## config.mk

```make
export PLATFORM = sky130hd
export DESIGN_NAME = ysyx_22041412_sysctl
export DESIGN_NICKNAME = d
export VERILOG_FILES = /design/src/rtl/ysyx_22041412_sysctl_pkg.sv /design/src/rtl/ysyx_22041412_sysdec.sv /design/src/rtl/ysyx_22041412_sysctl.sv
export SDC_FILE = /design/constraint.sdc
export NUM_CORES = 1
export LEC_CHECK = 0
export CORE_AREA = 5 5 194 196
export CTS_CLUSTER_DIAMETER = 30
export CTS_CLUSTER_SIZE = 16
export DETAILED_ROUTE_END_ITERATION = 7
export DIE_AREA = 0 0 199 201
export GPL_ROUTABILITY_DRIVEN = 1
export GPL_TIMING_DRIVEN = 0
export HOLD_SLACK_MARGIN = 0.03
export SYNTH_ARGS = -nofsm -noshare
export SYNTH_HDL_FRONTEND = slang
export SYNTH_SLANG_ARGS = --single-unit
```

## constraint.sdc

```tcl
create_clock -name clk -period 1.89 [get_ports clk]
set_input_delay 0.2835 -clock clk [delete_from_list [all_inputs] [get_ports clk]]
set_output_delay 0.2835 -clock clk [all_outputs]
set_load 0.02 [all_outputs]
```

## src/rtl/ysyx_22041412_sysctl_pkg.sv

```systemverilog
// Shared constants and types for the SYSTEM-instruction controller:
// opcode, fixed ecall/mret encodings, CSR addresses, CSR index map,
// func3 codes and the controller FSM states.
package ysyx_22041412_sysctl_pkg;

  localparam int XLEN = 64;

  localparam logic [6:0]  OPC_SYSTEM = 7'b1110011;
  localparam logic [31:0] INST_ECALL = 32'h0000_0073;
  localparam logic [31:0] INST_MRET  = 32'h3020_0073;

  localparam logic [11:0] CSR_ADDR_MSTATUS = 12'h300;
  localparam logic [11:0] CSR_ADDR_MTVEC   = 12'h305;
  localparam logic [11:0] CSR_ADDR_MEPC    = 12'h341;
  localparam logic [11:0] CSR_ADDR_MCAUSE  = 12'h342;

  localparam logic [2:0] F3_PRIV   = 3'b000;
  localparam logic [2:0] F3_CSRRW  = 3'b001;
  localparam logic [2:0] F3_CSRRS  = 3'b010;
  localparam logic [2:0] F3_CSRRC  = 3'b011;
  localparam logic [2:0] F3_CSRRWI = 3'b101;
  localparam logic [2:0] F3_CSRRSI = 3'b110;
  localparam logic [2:0] F3_CSRRCI = 3'b111;

  // Index presented to the CSR unit on csr_addr.
  typedef enum logic [2:0] {
    CSR_MRET    = 3'd0,
    CSR_ECALL   = 3'd1,
    CSR_MSTATUS = 3'd2,
    CSR_MTVEC   = 3'd3,
    CSR_MEPC    = 3'd4,
    CSR_MCAUSE  = 3'd5
  } csr_idx_e;

  typedef enum logic [1:0] {
    S_IDLE = 2'd0,
    S_REQ  = 2'd1,
    S_ACK  = 2'd2,
    S_DONE = 2'd3
  } state_e;

  // ecall and mret redirect fetch instead of writing rd.
  function automatic logic is_priv(input csr_idx_e idx);
    return (idx == CSR_MRET) || (idx == CSR_ECALL);
  endfunction

endpackage

```

## src/rtl/ysyx_22041412_sysdec.sv

```systemverilog
// Combinational decode of a SYSTEM instruction into CSR index, func3,
// operand select (register vs. zero-extended immediate), rd and illegal.
module ysyx_22041412_sysdec
  import ysyx_22041412_sysctl_pkg::*;
(
  input  logic [31:0] inst,
  output csr_idx_e    idx,
  output logic [2:0]  func3,
  output logic        use_imm,
  output logic [4:0]  rd,
  output logic        illegal
);

  assign func3   = inst[14:12];
  assign rd      = inst[11:7];
  assign use_imm = inst[14];

  // Map the encoding onto a CSR index; anything unrecognised is illegal.
  always_comb begin
    // NOTE: every output of this block gets a default first so no path
    // leaves it unassigned, which would otherwise infer a latch.
    idx     = CSR_MRET;
    illegal = 1'b0;
    if (func3 == F3_PRIV) begin
      if (inst == INST_ECALL)     idx = CSR_ECALL;
      else if (inst == INST_MRET) idx = CSR_MRET;
      else                        illegal = 1'b1;
    end else if (func3 == 3'b100) begin
      illegal = 1'b1;
    end else begin
      case (inst[31:20])
        CSR_ADDR_MSTATUS: idx = CSR_MSTATUS;
        CSR_ADDR_MTVEC:   idx = CSR_MTVEC;
        CSR_ADDR_MEPC:    idx = CSR_MEPC;
        CSR_ADDR_MCAUSE:  idx = CSR_MCAUSE;
        default:          illegal = 1'b1;
      endcase
    end
  end

endmodule

```

## src/rtl/ysyx_22041412_sysctl.sv

```systemverilog
// SYSTEM-instruction controller: accepts one instruction from execute,
// runs the REQ/ACK handshake with the CSR unit and returns writeback or
// redirect results. Optional macro SYSCTL_TRACE_EN adds a retired-op
// counter and a per-completion trace print.
module ysyx_22041412_sysctl
  import ysyx_22041412_sysctl_pkg::*;
(
  input  logic            clk,
  input  logic            rst,
  input  logic            in_valid,
  output logic            in_ready,
  input  logic [31:0]     inst,
  input  logic [XLEN-1:0] pc,
  input  logic [XLEN-1:0] rs1_data,
  output logic            out_valid,
  input  logic            out_ready,
  output logic            wb_en,
  output logic [4:0]      wb_rd,
  output logic [XLEN-1:0] wb_data,
  output logic            redirect,
  output logic [XLEN-1:0] redirect_pc,
  output logic            illegal,
  output logic            csr_en,
  output logic [XLEN-1:0] csr_pc,
  output logic [2:0]      csr_addr,
  output logic [2:0]      csr_func3,
  output logic [XLEN-1:0] csr_wdata,
  input  logic [XLEN-1:0] csr_rdata,
  output logic            csr_valid,
  input  logic            csr_ready
);

  state_e   state, state_next;
  csr_idx_e dec_idx, idx_q;
  logic [2:0]      dec_func3;
  logic            dec_use_imm, dec_illegal, illegal_q;
  logic [4:0]      dec_rd;
  logic [XLEN-1:0] rdata_q;

  ysyx_22041412_sysdec u_dec (
    .inst    (inst),
    .idx     (dec_idx),
    .func3   (dec_func3),
    .use_imm (dec_use_imm),
    .rd      (dec_rd),
    .illegal (dec_illegal)
  );

  wire accept = (state == S_IDLE) && in_valid;

  // State register; rst from any state abandons the operation.
  always_ff @(posedge clk) begin
    // NOTE: sequential state is always written with <= so every register
    // samples values from before the edge, independent of block order.
    if (rst) state <= S_IDLE;
    else     state <= state_next;
  end

  // Next-state and handshake strobes.
  always_comb begin
    state_next = state;
    in_ready   = 1'b0;
    csr_en     = 1'b0;
    csr_valid  = 1'b0;
    out_valid  = 1'b0;
    case (state)
      S_IDLE: begin
        in_ready = 1'b1;
        if (in_valid) state_next = dec_illegal ? S_DONE : S_REQ;
      end
      S_REQ: begin
        csr_en = 1'b1;
        if (csr_ready) state_next = S_ACK;
      end
      S_ACK: begin
        csr_en     = 1'b1;
        csr_valid  = 1'b1;
        state_next = S_DONE;
      end
      S_DONE: begin
        out_valid = 1'b1;
        if (out_ready) state_next = S_IDLE;
      end
      default: state_next = S_IDLE;
    endcase
  end

  // Request fields latch at acceptance and stay put until the next one;
  // read data is captured when the CSR unit signals ready.
  always_ff @(posedge clk) begin
    if (rst) begin
      csr_pc    <= '0;
      csr_addr  <= '0;
      csr_func3 <= '0;
      csr_wdata <= '0;
      idx_q     <= CSR_MRET;
      illegal_q <= 1'b0;
      wb_rd     <= '0;
      rdata_q   <= '0;
    end else begin
      if (accept) begin
        csr_pc    <= pc;
        csr_addr  <= dec_idx;
        csr_func3 <= dec_func3;
        csr_wdata <= dec_use_imm ? {{(XLEN-5){1'b0}}, inst[19:15]} : rs1_data;
        idx_q     <= dec_idx;
        illegal_q <= dec_illegal;
        wb_rd     <= dec_rd;
      end
      if (state == S_REQ && csr_ready) rdata_q <= csr_rdata;
    end
  end

  // Result flags only show while the completion is offered.
  assign wb_en       = out_valid && !illegal_q && !is_priv(idx_q) && (wb_rd != 5'd0);
  assign redirect    = out_valid && !illegal_q && is_priv(idx_q);
  assign illegal     = out_valid && illegal_q;
  assign wb_data     = rdata_q;
  assign redirect_pc = rdata_q;

`ifdef SYSCTL_TRACE_EN
  logic [63:0] retired_cnt;

  // Count and log every completion handed to writeback.
  always_ff @(posedge clk) begin
    if (rst) begin
      retired_cnt <= '0;
    end else if (out_valid && out_ready) begin
      retired_cnt <= retired_cnt + 64'd1;
      $display("sysctl retire #%0d pc=%h kind=%s idx=%0d wb_data=%h redirect_pc=%h",
               retired_cnt, csr_pc,
               illegal_q ? "illegal" : (is_priv(idx_q) ? "priv" : "csr"),
               idx_q, wb_data, redirect_pc);
    end
  end
`endif

endmodule

```

; Word level (Yosys, flattened, before mapping)
; Index checks and enable logic that the tools add are counted.
[totals]
reg_bits = 206
inputBits = 229
out_inout_bits = 274
wordCells = 58
[classes]
eq_ne = 14
n_mux = 19
n_reduce_logical = 17
[op_table]
columns = cell, count
row1 = $mux W64, 1
row2 = $eq A12 B10 Y1 const B, 4
row3 = $eq A32 B30 Y1 const B, 1
row4 = $eq A32 B7 Y1 const B, 1
row5 = $pmux W3 S4, 1
row6 = $mux W1, 10
row7 = $mux W2, 4
row8 = $pmux W2 S4, 1
row9 = $logic_and A1 B1 Y1, 7
row10 = $logic_not A3 Y1, 2
row11 = $mux W3, 2
row12 = $ne A2 B2 Y1 const B, 3
row13 = $reduce_bool A5 Y1, 1
row14 = $eq A2 B2 Y1 const B, 2
row15 = $reduce_or A4 Y1, 1
row16 = $eq A3 B1 Y1 const B, 1
row17 = $eq A3 B3 Y1 const B, 1
row18 = $reduce_and A3 Y1, 1
row19 = $eq A2 B1 Y1 const B, 1
row20 = $logic_not A1 Y1, 2
row21 = $logic_not A2 Y1, 1
row22 = $reduce_or A2 Y1, 1
row23 = $logic_or A1 B1 Y1, 1

; Logic depth before layout (Yosys ltp)
[logic_depth]
depth_word = 8
depth_mapped = 9

; Modules after synthesis
; A second synthesis with hierarchy kept.
[unflattened]
hier_cells = 1023
hier_area_um2 = 8257.9
[by_module_without_submodules]
columns = module, instances, cells_each, area_each_um2, seq_area_each_um2
row1 = ysyx_22041412_sysctl, 1, 981, 7965.1, 4124.0
row2 = ysyx_22041412_sysdec, 1, 42, 292.8, 0.0

; Worst setup path after synthesis
; Ideal clock, no wire load.
[synth_path]
path_kind = reg2reg
startpoint = reg state[0]
endpoint = reg csr_wdata[32]
arrival_time_ns = 1.715
required_ns = 1.820
slack_ns = 0.105
stages_incl_launch_ff = 9
path_buffers = 3
cell_sequence = dfxtp_1 inv_1 ha_1 clkbuf_1 nand2_1 buf_2 clkbuf_1 nand2_1 a21oi_1
[synth_via]
elab_chain_len = 2
[synth_lines]
columns = element, line
row1 = from (decl), ysyx_22041412_sysctl.sv:33  ; state_e state, state_next;
row2 = from (signal assigned), ysyx_22041412_sysctl.sv:56  ; else state <= state_next;
row3 = $logic_not A2 Y1, ysyx_22041412_sysctl.sv:49  ; wire accept = (state == S_IDLE) && in_valid;
row4 = $logic_and A1 B1 Y1, ysyx_22041412_sysctl.sv:49
row5 = to (signal assigned), ysyx_22041412_sysctl.sv:105  ; csr_wdata <= dec_use_imm ? {{(XLEN-5){1'b0}}, inst[19:15]} : rs1_data;
row6 = to (decl), ysyx_22041412_sysctl.sv:27  ; output logic [XLEN-1:0] csr_wdata,
; No other way between the ends.
; A chain may end at the register's enable or synchronous reset.

; Worst setup path after layout
[layout_path]
startpoint = reg rdata_q[34] (netlist: redirect_pc[34])
endpoint = out redirect_pc[34]
[layout_rtl]
columns = element, line
row1 = from (decl), ysyx_22041412_sysctl.sv:38  ; logic [XLEN-1:0] rdata_q;
row2 = from (signal assigned), ysyx_22041412_sysctl.sv:110  ; if (state == S_REQ && csr_ready) rdata_q <= csr_rdata;
row3 = to (decl), ysyx_22041412_sysctl.sv:21  ; output logic [XLEN-1:0] redirect_pc,
; No word-level cell between the ends.

==> out/qor.yml <==
outcome:
  outcome: "completed"
floorplan:
  io_pins: 503
  coreArea_um2: 35910
  initial_core_util_pct: 22.56
  die_area_um2: 40000
  die_x_um: 199
  rows: 70
  die_height_um: 201
routing:
  route.final.wire_length_um: 38430
  vias: 8992
  drtIter0Drc: 237
  met1_length_um: 14540
  dr.max_layer_used: "met4"
  wl_met3_um: 3610
  remaining_drc_errors: 0
  route.met2.wl_um: 18900
  firstDrtPassIters: 7
  wire_per_inst_um: 18.53
  viasPerCell: 4.336
  postRouteAntennaNets: 0
power_and_ir_drop:
  powerDensity_nw_per_um2: 1298
  power_frac_seq_pct: 26.8
  p_leak_nw: 6.499
  ir_worst_vdd_mv: 0.7626
  power_frac_comb_pct: 29.8
  p_sw_mw: 6.518
  p_int_mw: 13.70
  power_switching_share_pct: 32.24
  power_frac_clock_pct: 43.4
final_layout:
  multi_input_area_um2: 3219
  mostFrequentLayoutCells: "clkdlybuf4s50_1, nand2_1, dfxtp_1"
  final_common_cell: "clkdlybuf4s50_1"
  drive_above_1_share_pct: 12.15
  nNetsFinal: 1800
  utilization_pct: 43.39
  syn2layout_area_growth_pct: 92.37
  seqCellArea_um2: 4131
  layout.cells.non_filler: 2074
  fill_cells: 3598
placement:
  dp_hpwl_um: 30080
  gp_congestion: 0.8480
  numPortBuffers: 501
  place_inst: 1980
timing:
  post-route-period-util_pct: 97.35
  setup_tns_ps: 0
  fmax_ghz: 0.5435
  holdWs_ps: 269.3
  finalHoldViolations: 0
  relSlewSlack_pct: 44.60
  slew_viol_final: 0
  worstMarginPinSlew_ps: 830.9
  setup_viol: 0
  rsz0062_at_grt: "true"
  skew_ps: 14.77
  min_period_ps: 1840
worst_setup_path:
  cp_num_buf_inv: 1
  cp-start-kind: "flip-flop"
  cp_top_family: "buffers and inverters"
  max_stage_delay_ps: 620
  arrival_ps: 1560
  end_kind: "output pin"
  slowest_stage: "clkdlybuf4s50_1"
  crit_path_max_fanout: 3
  worstSetupPathType: "reg2out"
  worstPathRequired_ps: 1610
  crit_chain: "clkdlybuf4s50_1"
clocking:
  cts_buffer_depth: 3
  clkTransAtPathRegs_ps: 50
  cts-root-buf: "clkbuf_16"
  cts_sinks: 206
  cts_tree: "yes"
  htree_num_levels: 2
  clock_latency_ps: 550
  numCtsBuffers: 51
grt:
  grt_pass1_vias: 9245
  overflow: 0
  antenna_found_initial: 1
  grt_max_degree: 16
  grt_usage_pct: 18.14
  grt_pass1_wl_um: 56060
min_path:
  hold_path.class: "in2reg"
yosys:
  syn_avg_cell_area_um2: 8.012
  synth_top_family_by_area: "simple AND/OR/NAND/NOR gates"
  yosysSeqAreaShare_pct: 50.91
  synth_area_um2: 8100
  synth_compound_area_share_pct: 13.82
  synthSimpleGateAreaFrac_pct: 23.91
  muxShareOfSynthArea_pct: 0.7414
  netlist_instances: 1011
  synth_cell_types: 38
  async_reset_ff_share_pct: 0
  ys.flop_type: "dfxtp_1"
  synth_fp_nets: 1244
  synth-edff-count: 0
  ys_warn_count: 0
  synthAdderAreaFrac_pct: 0.6179
  synth_xor_area_share_pct: 0.2162
  ys_ff_latch: 206
flow_run:
  cap_violations: 0
## per-stage QoR
step                instance area, um^2  power, mW  setup slack [ps]
finish                            15580      20.22             50.15
global route                      15580      21.22            -13.97
CTS                               15460      20.38            -4.353
detailed placement                13700      11.51            -855.1
global placement                  13700      11.46            -830.1
floorplan                          8100      8.394             104.9
## cell usage after synthesis (2+ instances only)
master | n | area (um^2)
a211oi_1 | 7 | 52.55
and2_1 | 3 | 18.77
a21oi_1 | 200 | 1001
nand3b_1 | 59 | 442.9
nand4_1 | 3 | 18.77
or3_1 | 2 | 12.51
o21ai_0 | 2 | 10.01
buf_4 | 64 | 480.5
buf_2 | 9 | 45.04
nor3_1 | 3 | 15.01
nand2_1 | 335 | 1257
inv_1 | 6 | 22.52
dfxtp_1 | 206 | 4124
clkbuf_1 | 57 | 214.0
ha_1 | 4 | 50.05
nor4bb_1 | 2 | 20.02
nand3_1 | 2 | 10.01
nor4b_1 | 3 | 26.28
buf_1 | 8 | 30.03
nor2_1 | 12 | 45.04
mux2i_1 | 6 | 60.06
nor2b_1 | 2 | 12.51
## cell families after synthesis
logic type,after synthesis
AND/OR/NAND/NOR,433
AO/OA/AOI/OAI,216
flip-flops,206
buffers and inverters,144
multiplexers,6
adder cells (fa/ha/maj),4
XOR/XNOR,2
## sequential cells by signal, indices dropped and copies added (netlist names)
name and flops:
csr_pc 64, csr_wdata 64, redirect_pc 64, wb_rd 5
csr_func3 3, idx_q 3, state 2, illegal_q 1
## final timing paths
check,slack (ps),cells after the start,startpoint,to
setup reg to reg,110,8,state[0],idx_q[2]
hold reg to reg,450,2,csr_wdata[19],csr_wdata[19]
hold / removal,270,3,csr_rdata[5],redirect_pc[5]
setup / recovery,50,1,redirect_pc[34],redirect_pc[34]
## layer usage
metal / global-route usage (%) / up-vias
li1: - / 4398
met5: 0 / -
met2: 31.75 / 400
met4: 7.206 / 0
met1: 19.69 / 4136
met3: 6.798 / 58
## power by group through the flow
stage               registers, mW  clock network, mW  logic, mW
detailed placement           5.47                  0       6.04
global route                 5.50               9.23       6.50
finish                       5.42               8.77       6.03
floorplan                    6.13                  0       2.27
CTS                          5.42               8.92       6.03
global placement             5.45                  0       6.01
## layout make-up
type / instances / area share, %
clock inverter: 20 / 2.176
sequential: 206 / 26.51
timing repair buffer: 504 / 31.93
inverter: 6 / 0.1445
multi-input combinational: 661 / 20.66
buffer: 137 / 5.685
clock buffer: 71 / 9.122
antenna: 1 / 0.01606
tap: 468 / 3.758
## timing repair
action                     in CTS  in global routing
setup endpoints to repair     288                190
buffers inserted                2                  0
gates resized for setup       144                 65
gates cloned                    0                  1
hold buffers                    0                  0
pin swaps                       1                  3
No activity file was read; power rests on OpenSTA's default activity.
